--- src/rtl/ifu_pkg.sv ---
// Shared types and constants for the instruction fetch unit and its buffer.
package ifu_pkg;

  typedef enum logic [1:0] {
    IDLE,
    RUN,
    HALTED
  } ifu_state_e;

  localparam int FIFO_DEPTH = 2;
  localparam int FIFO_PTR_W = (FIFO_DEPTH > 1) ? $clog2(FIFO_DEPTH) : 1;

  localparam int DEF_INS_W       = 32;
  localparam int DEF_INS_ADDRESS = 9;

  // Layout of one buffered fetch at the default widths: instruction above its PC.
  typedef struct packed {
    logic [DEF_INS_W-1:0]       instr;
    logic [DEF_INS_ADDRESS-1:0] pc;
  } fetch_entry_t;

endpackage

--- src/rtl/ifu_fifo.sv ---
// Small synchronous FIFO holding fetched {instr, pc} words; flush empties it,
// and a push into a full FIFO is accepted when a pop happens the same cycle.
module ifu_fifo
  import ifu_pkg::*;
#(
  parameter int DATA_W = 41
) (
  input  logic              clk,
  input  logic              rst_n,
  input  logic              flush,
  input  logic              push,
  input  logic              pop,
  input  logic [DATA_W-1:0] push_data,
  output logic              full,
  output logic              empty,
  output logic [DATA_W-1:0] head
);

  localparam int CNT_W = FIFO_PTR_W + 1;

  logic [DATA_W-1:0]     mem_reg [FIFO_DEPTH];
  logic [FIFO_PTR_W-1:0] rd_ptr_reg;
  logic [FIFO_PTR_W-1:0] wr_ptr_reg;
  logic [CNT_W-1:0]      count_reg;
  logic                  do_push;
  logic                  do_pop;

  assign empty   = (count_reg == '0);
  assign full    = (count_reg == CNT_W'(FIFO_DEPTH));
  assign do_pop  = pop && !empty;
  assign do_push = push && !flush && (!full || do_pop);
  assign head    = mem_reg[rd_ptr_reg];

  generate
    for (genvar gi = 0; gi < FIFO_DEPTH; gi++) begin : g_entry
      always_ff @(posedge clk or negedge rst_n) begin
        if (!rst_n) begin
          mem_reg[gi] <= '0;
        end else if (do_push && (wr_ptr_reg == FIFO_PTR_W'(gi))) begin
          mem_reg[gi] <= push_data;
        end
      end
    end
  endgenerate

  always_ff @(posedge clk or negedge rst_n) begin
    if (!rst_n) begin
      rd_ptr_reg <= '0;
      wr_ptr_reg <= '0;
      count_reg  <= '0;
    end else if (flush) begin
      rd_ptr_reg <= '0;
      wr_ptr_reg <= '0;
      count_reg  <= '0;
    end else begin
      if (do_push) wr_ptr_reg <= wr_ptr_reg + 1'b1;
      if (do_pop)  rd_ptr_reg <= rd_ptr_reg + 1'b1;
      case ({do_push, do_pop})
        2'b10:   count_reg <= count_reg + 1'b1;
        2'b01:   count_reg <= count_reg - 1'b1;
        default: count_reg <= count_reg;
      endcase
    end
  end

endmodule

--- src/rtl/instruction_fetch_unit.sv ---
// Owns the PC, reads the combinational instruction memory and hands words to decode.
// Optional stall/fetch performance counters are built when IFU_PERF_CNT_EN is defined.
module instruction_fetch_unit
  import ifu_pkg::*;
#(
  parameter int                     INS_ADDRESS = 9,
  parameter int                     INS_W       = 32,
  parameter logic [INS_ADDRESS-1:0] RESET_PC    = '0
) (
  input  logic                   clk,
  input  logic                   rst_n,
  output logic [INS_ADDRESS-1:0] imem_ra,
  input  logic [INS_W-1:0]       imem_rd,
  input  logic                   redirect_valid,
  input  logic [INS_ADDRESS-1:0] redirect_pc,
  input  logic                   halt_req,
  output logic                   if_valid,
  input  logic                   if_ready,
  output logic [INS_W-1:0]       if_instr,
  output logic [INS_ADDRESS-1:0] if_pc,
  output logic                   halted
`ifdef IFU_PERF_CNT_EN
  ,
  output logic [31:0]            stall_cycles,
  output logic [31:0]            fetch_count
`endif
);

  localparam int ENTRY_W = INS_W + INS_ADDRESS;

  ifu_state_e             state_reg, state_next;
  logic [INS_ADDRESS-1:0] pc_reg, pc_next;
  logic                   fifo_full;
  logic                   fifo_empty;
  logic [ENTRY_W-1:0]     fifo_head;
  logic                   pop;
  logic                   fetch;

  assign pop   = !fifo_empty && if_ready;
  // A full buffer still takes a fetch when decode drains it the same cycle.
  assign fetch = (state_reg == RUN) && !redirect_valid && !halt_req && (!fifo_full || pop);

  always_ff @(posedge clk or negedge rst_n) begin
    if (!rst_n) begin
      state_reg <= IDLE;
      pc_reg    <= RESET_PC;
    end else begin
      state_reg <= state_next;
      pc_reg    <= pc_next;
    end
  end

  always_comb begin
    state_next = state_reg;
    pc_next    = pc_reg;
    case (state_reg)
      IDLE:    state_next = RUN;
      RUN:     if (halt_req && !redirect_valid) state_next = HALTED;
      HALTED:  if (redirect_valid) state_next = RUN;
      default: state_next = IDLE;
    endcase
    if (redirect_valid) begin
      state_next = RUN;
      pc_next    = redirect_pc & ~INS_ADDRESS'(3);
    end else if (fetch) begin
      pc_next = pc_reg + INS_ADDRESS'(4);
    end
  end

  ifu_fifo #(
    .DATA_W (ENTRY_W)
  ) u_fifo (
    .clk       (clk),
    .rst_n     (rst_n),
    .flush     (redirect_valid),
    .push      (fetch),
    .pop       (pop),
    .push_data ({imem_rd, pc_reg}),
    .full      (fifo_full),
    .empty     (fifo_empty),
    .head      (fifo_head)
  );

  assign imem_ra  = pc_reg;
  assign if_valid = !fifo_empty;
  assign if_instr = fifo_empty ? '0 : fifo_head[ENTRY_W-1:INS_ADDRESS];
  assign if_pc    = fifo_empty ? '0 : fifo_head[INS_ADDRESS-1:0];
  assign halted   = (state_reg == HALTED);

`ifdef IFU_PERF_CNT_EN
  logic [31:0] stall_cycles_reg;
  logic [31:0] fetch_count_reg;

  always_ff @(posedge clk or negedge rst_n) begin
    if (!rst_n) begin
      stall_cycles_reg <= '0;
      fetch_count_reg  <= '0;
    end else begin
      if ((state_reg == RUN) && fifo_full && (stall_cycles_reg != '1))
        stall_cycles_reg <= stall_cycles_reg + 32'd1;
      if (fetch && (fetch_count_reg != '1))
        fetch_count_reg <= fetch_count_reg + 32'd1;
    end
  end

  assign stall_cycles = stall_cycles_reg;
  assign fetch_count  = fetch_count_reg;
`endif

endmodule

--- config.mk ---
export PLATFORM = sky130hd
export DESIGN_NAME = instruction_fetch_unit
export DESIGN_NICKNAME = d
export VERILOG_FILES = /design/src/rtl/ifu_pkg.sv /design/src/rtl/ifu_fifo.sv /design/src/rtl/instruction_fetch_unit.sv
export SDC_FILE = /design/constraint.sdc
export NUM_CORES = 1
export LEC_CHECK = 0
export ABC_CLOCK_PERIOD_IN_PS = 3700
export BUFFER_PORTS_ARGS = -buffer_cell sky130_fd_sc_hd__clkbuf_2
export CORE_UTILIZATION = 35
export DETAILED_ROUTE_END_ITERATION = 8
export SLEW_MARGIN = 20
export SYNTH_ARGS = -nofsm -noshare
export SYNTH_HDL_FRONTEND = slang
export SYNTH_SLANG_ARGS = --single-unit
--- constraint.sdc ---
create_clock -name clk -period 3.7 [get_ports clk]
set_clock_uncertainty 0.2 [all_clocks]
set_input_delay 0.74 -clock clk [delete_from_list [all_inputs] [get_ports clk]]
set_output_delay 0.74 -clock clk [all_outputs]
set_load 0.005 [all_outputs]
==> summary.txt <==
Routing
  • Vias per cell: around 5
  • Per-cell routed wire length: roughly 15 µm
  • Antenna-violating nets left: 0
  • First drt pass iteration count: 6
  • Final wirelength: between 8000 and 9000 µm
  • Residual DRC: 5
  • Vias: 2,839
  • Drt initial violations: between 100 and 150

Global routing
  • Grt ovf: 0
  • Initial antenna violation count: 0
  • GRT Resource Usage Total: 0.149
  • First-pass GRT wire length: approximately 14,000 µm
  • Vias in the first global route: approximately 3k
  • Pin count of the biggest net entering global routing: 83

Synthesis
  • Sequential-to-total area share from yosys stat: 0.536
  • Post-synth ARST share: 1.00
  • Synth cell types: 35
  • Syn avg cell area: ~13 µm²
  • Post-synth top area cell: dfrtp_1
  • Most used DFF post-synth: dfrtp_1
  • Synth top area cells: dfrtp_1 (54%), mux2_2 (18%), mux2i_1 (9.4%)
  • EDFF count, synth: 0
  • Syn Inst Count: 330
  • Yosys Warn Count: 0
  • Post-Syn Area: approximately 4200 µm²
  • Post-synth top area share: 0.536
  • Synth Register Bits: between 90 and 100

Critical path
  • CP arrival: between 1500 and 2000 ps
  • Worst Reg-to-Reg Cells: 5
  • Crit end category: output pin
  • FF-to-FF End: u_fifo.mem_reg[5]
  • Critical path fanouts, max: 21
  • CP Buf/Inv Count: 2
  • Worst setup SP type: register
  • CP peak stage delay: between 800 and 900 ps
  • Critical path's top delay family: flip-flops
  • Critical path class: reg2out
  • CP max stage cell: dfrtp_2
  • Reg-to-Reg Start: u_fifo.count_reg[0]
  • Critical Path RT: ~2800 ps
  • FF-to-FF setup slack: roughly 1200 ps
  • CP cell instances: buf_12, mux2i_1, nor2_1, clkbuf_2

CTS
  • Root buffer cell: clkbuf_16
  • Clock Sinks: 91
  • Skew-Pair Late Insertion Delay: approximately 340 ps
  • Num CTS Buffers: 9
  • TritonCTS clock tree: done
  • # Post-CTS Setup Buffers: 0
  • CTS resizes: 0
  • Hold Buf Count CTS: 0
  • Htree depth: 3
  • Worst-case clock buffer depth: 2
  • Clk pin slew, worst setup/hold paths: 60 ps

Timing
  • F_max: 352 MHz
  • Hold Fails Final Rpt: 0
  • Final WS setup: around 860 ps
  • Slew HR: 0.504
  • Actual slew at the worst max-slew pin: around 740 ps
  • Final min period: roughly 2800 ps
  • Setup TNS: 0 ps
  • # setup viols final: 0
  • Unrepaired setup endpoints after global routing: no
  • Final period utilization: 0.769
  • Slew Viols, Final: 0

Cells and area
  • Final Net Count: around 470
  • Layout area overhead: 21.7%
  • Diode count: 0
  • Most frequent cells in the layout: dfrtp_1 (90), clkbuf_2 (90), mux2_2 (68), nor2_1 (42), mux2i_1 (40)
  • Layout cells sized above 1: 0.470
  • Largest register FFs: a little under 80
  • Layout fillers: between 1k and 1.5k

Min path
  • Worst Hold Class: in2async

Placed design
  • Pre-CTS setup slack: 606 ps
  • # port buffers: between 90 and 100
  • Detailed Place HPWL: 5640 µm
  • RD Place Congestion: ~0.76

Power and ir drop
  • Max rail drop VDD: 0.000261 V
  • Pwr per Cell Area: between 500 and 600 nW/µm²
  • Leakage: roughly 2.4 nW

Die
  • Site Rows: 39
  • Die extent in y: approximately 110 µm
  • Initial core utilization: 0.366
  • IO Count: 98
  • Core Area: about 12,000 µm²
  • Die W: roughly 110 µm
  • Die area: between 10,000 and 15,000 µm²

Outcome
  • Status: finished, violations left
  • Failing checks: DRC

Flow run
  • Max-cap viol count: 0
-- cells by family (layout without fill, tap and decap cells) --
family                     Yosys count  after routing  share of synthesized area
adders and majority gates            1              1                    0.00295
other                                1              4                   0.000883
and+or+nand+nor                     70             70                     0.0772
buffers and inverters               26            116                     0.0348
DFF                                 91             91                      0.536
AOI/OAI and AO/OA                   21             21                     0.0339
muxes                              118            118                      0.310
xor gates and xnor gates             2              2                    0.00413
-- final cells by class --
class                      count  area, µm²  area share
tap                          143        179      0.0346
clock inverter                 6       80.1      0.0155
multi-input combinational    216       1850       0.357
sequential                    91       2280       0.441
clock buffer                  10        229      0.0443
timing repair buffer          97        544       0.105
inverter                       3       11.3     0.00218
-- cells in the mapped netlist, types with 2 or more instances --
library cell  number
nand2_1            5
buf_6              3
nand3_1            5
buf_1              2
nor2b_1            2
nand2_2            2
mux2_4            10
inv_1              3
buf_2              4
nor3_1             3
or2_2              3
mux2_2            68
buf_4              6
a21oi_1            8
dfrtp_1           91
nor2_1            44
o21ai_0            3
mux2i_1           40
clkbuf_1           8
a221o_1            4
a21o_1             2
-- per-layer routing --
layer,GRT usage,share of wire,routed length (µm),up-vias
met5,0,0,0,-
met4,0.0667,0.017,149,0
met3,0.0464,0.053,458,10
met2,0.258,0.50,4340,65
met1,0.170,0.43,3700,1434
li1,-,-,-,1330
-- stage by stage --
stage                     power [mW]  area, µm²  hold slack [ps]   util  instances
after floorplan                 1.87       4260              244      -        333
after global placement          2.02       4860              280  0.418        550
after detailed placement        2.06       4860              293  0.418        550
after CTS                       3.04       5170              307  0.445        566
after global routing            3.18       5170              301  0.445        566
final                           2.98       5170              249  0.445        566
-- worst max path at each step --
stage	start	end	slack (ps)	depth (start not counted)
after global routing	u_fifo.count_reg[1]	if_instr[1]	680	4
after floorplan	if_ready	u_fifo.mem_reg[30]	1280	7
after detailed placement	redirect_valid	u_fifo.mem_reg[35]	610	6
after global placement	redirect_valid	u_fifo.mem_reg[38]	600	6
final	u_fifo.rd_ptr_reg	if_pc[5]	860	4
after CTS	u_fifo.count_reg[1]	if_instr[17]	780	4
-- report_power, final --
group	internal, mW	switching (mW)
registers	1.29	0.166
logic	0.366	0.211
clock network	0.587	0.364
total	2.24	0.740
Note: power is estimated with default switching activity, not from simulation.
